==> src/rtl/fpnew_sdotp_acc_sequencer.sv <==
// rtl/fpnew_sdotp_acc_sequencer.sv - issue sequencer that chains SDOTP ops through a running accumulator
module fpnew_sdotp_acc_sequencer #(
    parameter int LaneWidth = 64,
    parameter int LenWidth  = 8
) (
    input  logic                   clk_i,
    input  logic                   rst_i,
    input  logic                   job_valid_i,
    output logic                   job_ready_o,
    input  logic [LenWidth-1:0]    job_len_i,
    input  logic [LaneWidth-1:0]   job_acc_i,
    input  logic                   beat_valid_i,
    output logic                   beat_ready_o,
    input  logic [LaneWidth-1:0]   beat_a_i,
    input  logic [LaneWidth-1:0]   beat_b_i,
    input  logic                   flush_i,
    output logic                   dotp_valid_o,
    input  logic                   dotp_ready_i,
    output logic [3*LaneWidth-1:0] dotp_operands_o,
    input  logic                   dotp_valid_i,
    output logic                   dotp_ready_o,
    input  logic [LaneWidth-1:0]   dotp_result_i,
    input  logic [4:0]             dotp_status_i,
    output logic                   res_valid_o,
    input  logic                   res_ready_i,
    output logic [LaneWidth-1:0]   res_o,
    output logic [4:0]             status_o,
    output logic                   busy_o
);

    typedef enum logic [2:0] {
        ST_IDLE  = 3'd0,
        ST_ISSUE = 3'd1,
        ST_WAIT  = 3'd2,
        ST_DONE  = 3'd3,
        ST_DRAIN = 3'd4
    } state_e;

    state_e               state_q, state_d;
    logic [LaneWidth-1:0] acc_q;
    logic [LenWidth-1:0]  cnt_q;
    logic [4:0]           status_q;

    logic job_fire;
    logic issue_fire;
    logic result_take;

    // A flush in the same cycle blocks job acceptance and beat consumption.
    assign job_fire    = (state_q == ST_IDLE) && job_valid_i && !flush_i;
    assign issue_fire  = (state_q == ST_ISSUE) && beat_valid_i && dotp_ready_i && !flush_i;
    assign result_take = (state_q == ST_WAIT) && dotp_valid_i && !flush_i;

    assign dotp_operands_o = {acc_q, beat_b_i, beat_a_i};
    assign res_o           = acc_q;
    assign status_o        = status_q;
    assign busy_o          = (state_q != ST_IDLE);

    // Next-state and handshake outputs; flush has priority over every other transition.
    always_comb begin
        state_d      = state_q;
        job_ready_o  = 1'b0;
        beat_ready_o = 1'b0;
        dotp_valid_o = 1'b0;
        dotp_ready_o = 1'b0;
        res_valid_o  = 1'b0;
        case (state_q)
            ST_IDLE: begin
                job_ready_o = !flush_i;
                if (job_fire) begin
                    state_d = (job_len_i == '0) ? ST_DONE : ST_ISSUE;
                end
            end
            ST_ISSUE: begin
                dotp_valid_o = beat_valid_i && !flush_i;
                beat_ready_o = dotp_ready_i && !flush_i;
                if (flush_i) begin
                    state_d = ST_IDLE;
                end else if (issue_fire) begin
                    state_d = ST_WAIT;
                end
            end
            ST_WAIT: begin
                dotp_ready_o = 1'b1;
                if (flush_i) begin
                    // A result taken in the flush cycle leaves nothing to drain.
                    state_d = dotp_valid_i ? ST_IDLE : ST_DRAIN;
                end else if (dotp_valid_i) begin
                    state_d = (cnt_q != '0) ? ST_ISSUE : ST_DONE;
                end
            end
            ST_DRAIN: begin
                dotp_ready_o = 1'b1;
                if (dotp_valid_i) begin
                    state_d = ST_IDLE;
                end
            end
            ST_DONE: begin
                res_valid_o = !flush_i;
                if (flush_i || res_ready_i) begin
                    state_d = ST_IDLE;
                end
            end
            default: state_d = ST_IDLE;
        endcase
    end

    // State register plus accumulator, remaining-beat counter and sticky status.
    always_ff @(posedge clk_i) begin
        if (rst_i) begin
            state_q  <= ST_IDLE;
            acc_q    <= '0;
            cnt_q    <= '0;
            status_q <= '0;
        end else begin
            state_q <= state_d;
            if (job_fire) begin
                acc_q    <= job_acc_i;
                cnt_q    <= job_len_i;
                status_q <= '0;
            end
            if (issue_fire && (cnt_q != '0)) begin
                cnt_q <= cnt_q - LenWidth'(1);
            end
            if (result_take) begin
                acc_q    <= dotp_result_i;
                status_q <= status_q | dotp_status_i;
            end
        end
    end

    // The unit must only return results while one of ours is in flight.
    assert property (@(posedge clk_i) disable iff (rst_i)
        dotp_valid_i |-> ((state_q == ST_WAIT) || (state_q == ST_DRAIN)));

endmodule

==> config.mk <==
export PLATFORM = sky130hd
export DESIGN_NAME = fpnew_sdotp_acc_sequencer
export DESIGN_NICKNAME = d
export VERILOG_FILES = /design/src/rtl/fpnew_sdotp_acc_sequencer.sv
export SDC_FILE = /design/constraint.sdc
export NUM_CORES = 1
export LEC_CHECK = 0
export CORE_AREA = 2 2 211 213
export CTS_BUF_LIST = sky130_fd_sc_hd__clkbuf_16
export CTS_CLUSTER_SIZE = 8
export DETAILED_ROUTE_END_ITERATION = 12
export DIE_AREA = 0 0 213 215
export PLACE_DENSITY = 0.4
export SYNTH_ARGS = -nofsm -noshare
export SYNTH_HDL_FRONTEND = slang
export SYNTH_SLANG_ARGS = --single-unit
==> constraint.sdc <==
create_clock -name clk_i -period 2.7 [get_ports clk_i]
set_input_delay 0.27 -clock clk_i [delete_from_list [all_inputs] [get_ports clk_i]]
set_output_delay 0.27 -clock clk_i [all_outputs]
set_load 0.05 [all_outputs]
==> reports/results.tsv <==
metric	value	unit
status	finished, final reports clean	
fin_skew	0.0120	ns
dpl.hpwl	18300	um
setup_slack	0.329	ns
critPathSlowestCell	clkdlybuf4s50_1	
track_usage	0.0991	
pin_count	544	
grt_pass1_vias	4718	
synth_cell_type_count	45	
routed_via_density	3.54	
clk_path_buf_depth	2	
final_nets	1021	
drc	0	
drtAntennaViolNets	0	
slowest_delay	0.88	ns
hold_viol	0	
grt_pass1_wl	33000	um
relSlewSlack	0.466	
slew_violations	0	
setup_tns	0	ns
holdBufCountCts	0	
syn_area_per_cell	7.76	um2
final.period_utilization	0.878	
placed_area	0.00731	mm2
async_reset_ff_frac	0	
final_area	0.00762	mm2
synth_nets	944	
die_h	215	um
firstDrtPassIters	4	
cts_setup_buffers	0	
worstPathBufferInverterCount	1	
ir_drop	0.263	mV
vias	4749	
wire_per_inst	17.4	um
synth_warnings	0	
tightest_slew	0.798	ns
cts_tree	yes	
hold_class	primary input to flip-flop	
crit_fanout	13	
rsz0062_at_grt	false	
cp.arrival	2.10	ns
cts_made_buffers	9	
synth_edf_count	0	
ys.flop_type	dfxtp_1	
post-place-ws	0.334	ns
ys_seq_area_frac	0.310	
drv_cap	0	
fp.dieW	213	um
cts_resized	0	
setup_viol	0	
cpLargestDelayFamily	buffers and inverters	
ctsHtreeMaxLevel	3	
grt_start_max_net_pins	48	
drt-initial-drc-count	203	
worstPathCellList	nor4_4 -> clkdlybuf4s50_1	
clock-root-buffer	clkbuf_16	
worstSkewPairLatency	0.36	ns
rows	77	
syn_inst	666	
place_congestion	0.743	
crit_cells	2	
min_from	rst_i	
cts_sinks	80	
path_clk_slew	0.07	ns
worstSetupEndpointType	primary output	
crit_type	flip-flop to primary output	
wl	23300	um
numPortBuffers	287	
synth-seq-cells	80	
whs_path_depth	2	
fin_crit	2.37	ns
critPathLaunchType	flip-flop	
grt.overflow.total	0	
syn2layout_area_growth	47.6	%
drive_above_1_share	0.0588	
initial_core_util	0.118	
grt_antenna_before_repair	2	
power_density	584	mW/mm2
p_leak	2.54	nW
max_freq	422	MHz
synth_area	0.00517	mm2
critPathRequiredTime	2.43	ns
dieArea	0.0458	mm2
crit_start	state_q[1]	
reg2reg_depth	4	
r2r-start	state_q[1]	
core-area	0.0436	mm2
==> layout by cell type, fill, tap and decap left out, types with 2 or more instances in the layout <==
cell type	count
or4_1	4
nor2_1	74
a2111oi_0	2
or3_1	6
nand2b_1	4
clkdlybuf4s50_1	281
o211ai_1	4
nand2_1	134
clkbuf_16	9
dfxtp_1	80
nand3_1	4
and3_1	2
a2bb2oi_1	3
a22oi_1	6
buf_4	13
and2_1	5
inv_1	4
clkinv_2	3
buf_12	6
bufinv_16	2
a311oi_1	64
a31oi_1	3
nand2_2	2
a21oi_1	7
==> registers in the layout, indices dropped and copies added (netlist names) <==
| register | cells |
|---|---|
| status_o | 5 |
| cnt_q | 8 |
| res_o | 64 |
| state_q | 3 |
==> synthesized netlist by cell type (all sizes together) (2+ instances only) <==
cell,n,area [um2]
or3,6,37.5
dfxtp,80,1600
a2bb2oi,3,26.3
a22oi,6,45.0
buf,209,1550
nor2,74,278
a21oi,7,35.0
a311oi,64,561
nand3,4,20.0
and3,2,12.5
or4,4,30.0
inv,3,11.3
nand2b,4,25.0
nand2,137,517
a31oi,3,18.8
and2,6,37.5
o211ai,5,42.5
a2111oi,2,17.5
nor4b,3,47.5
clkbuf,26,97.6
==> cell families after synthesis <==
group           share of synthesized area
flops                               0.310
simple gates                        0.205
fa+ha+maj                         0.00242
buf+inv                             0.320
compound gates                      0.163
==> worst register-to-register path, delay by kind of cell, from the launching register on <==
family / cells / cell delay, ns
AND/OR/NAND/NOR: 2 / 0.77
AO/OA/AOI/OAI: 1 / 0.27
buffers and inverters: 1 / 0.32
flip-flops: 1 / 0.65
==> where the power goes <==
group / switching [mW] / leakage (nW) / internal (mW)
registers: 0.114 / 0.653 / 1.29
clock network: 0.554 / 0.160 / 0.805
logic: 1.05 / 1.73 / 0.645
==> area by class of cell <==
cell class                 count  area, um2
antenna                        1       2.50
clock buffer                   9        225
clock inverter                 7       87.6
fill                        4919      36000
inverter                       3       11.3
multi-input combinational    348       1920
sequential                    80       1600
tap                          592        741
timing repair buffer         301       3040
==> through the flow <==
step | util | hold slack (ns) | total power [mW] | instances
detailed placement | 0.167 | 0.487 | 3.14 | 1324
global route | 0.175 | 0.329 | 4.68 | 1341
floorplan | - | 0.360 | 3.02 | 666
global placement | 0.167 | 0.487 | 3.14 | 1324
finish | 0.175 | 0.301 | 4.45 | 1341
CTS | 0.175 | 0.306 | 4.54 | 1340
==> layer usage <==
| metal | part of all wire | vias to the layer above | global-route usage |
|---|---|---|---|
| met1 | 0.35 | 2164 | 0.0968 |
| met3 | 0.092 | 105 | 0.0342 |
| met2 | 0.51 | 247 | 0.176 |
| li1 | - | 2229 | - |
| met4 | 0.051 | 4 | 0.0634 |
| met5 | 0.0030 | - | 0.00970 |
==> path summary, 6_finish.rpt <==
kind	to	slack [ns]
max	job_ready_o	0.33
min reg2reg	cnt_q[1]	0.49
max reg2reg	res_o[28]	0.59
min	res_o[29]	0.30
Power figures use the tool's default switching activity.
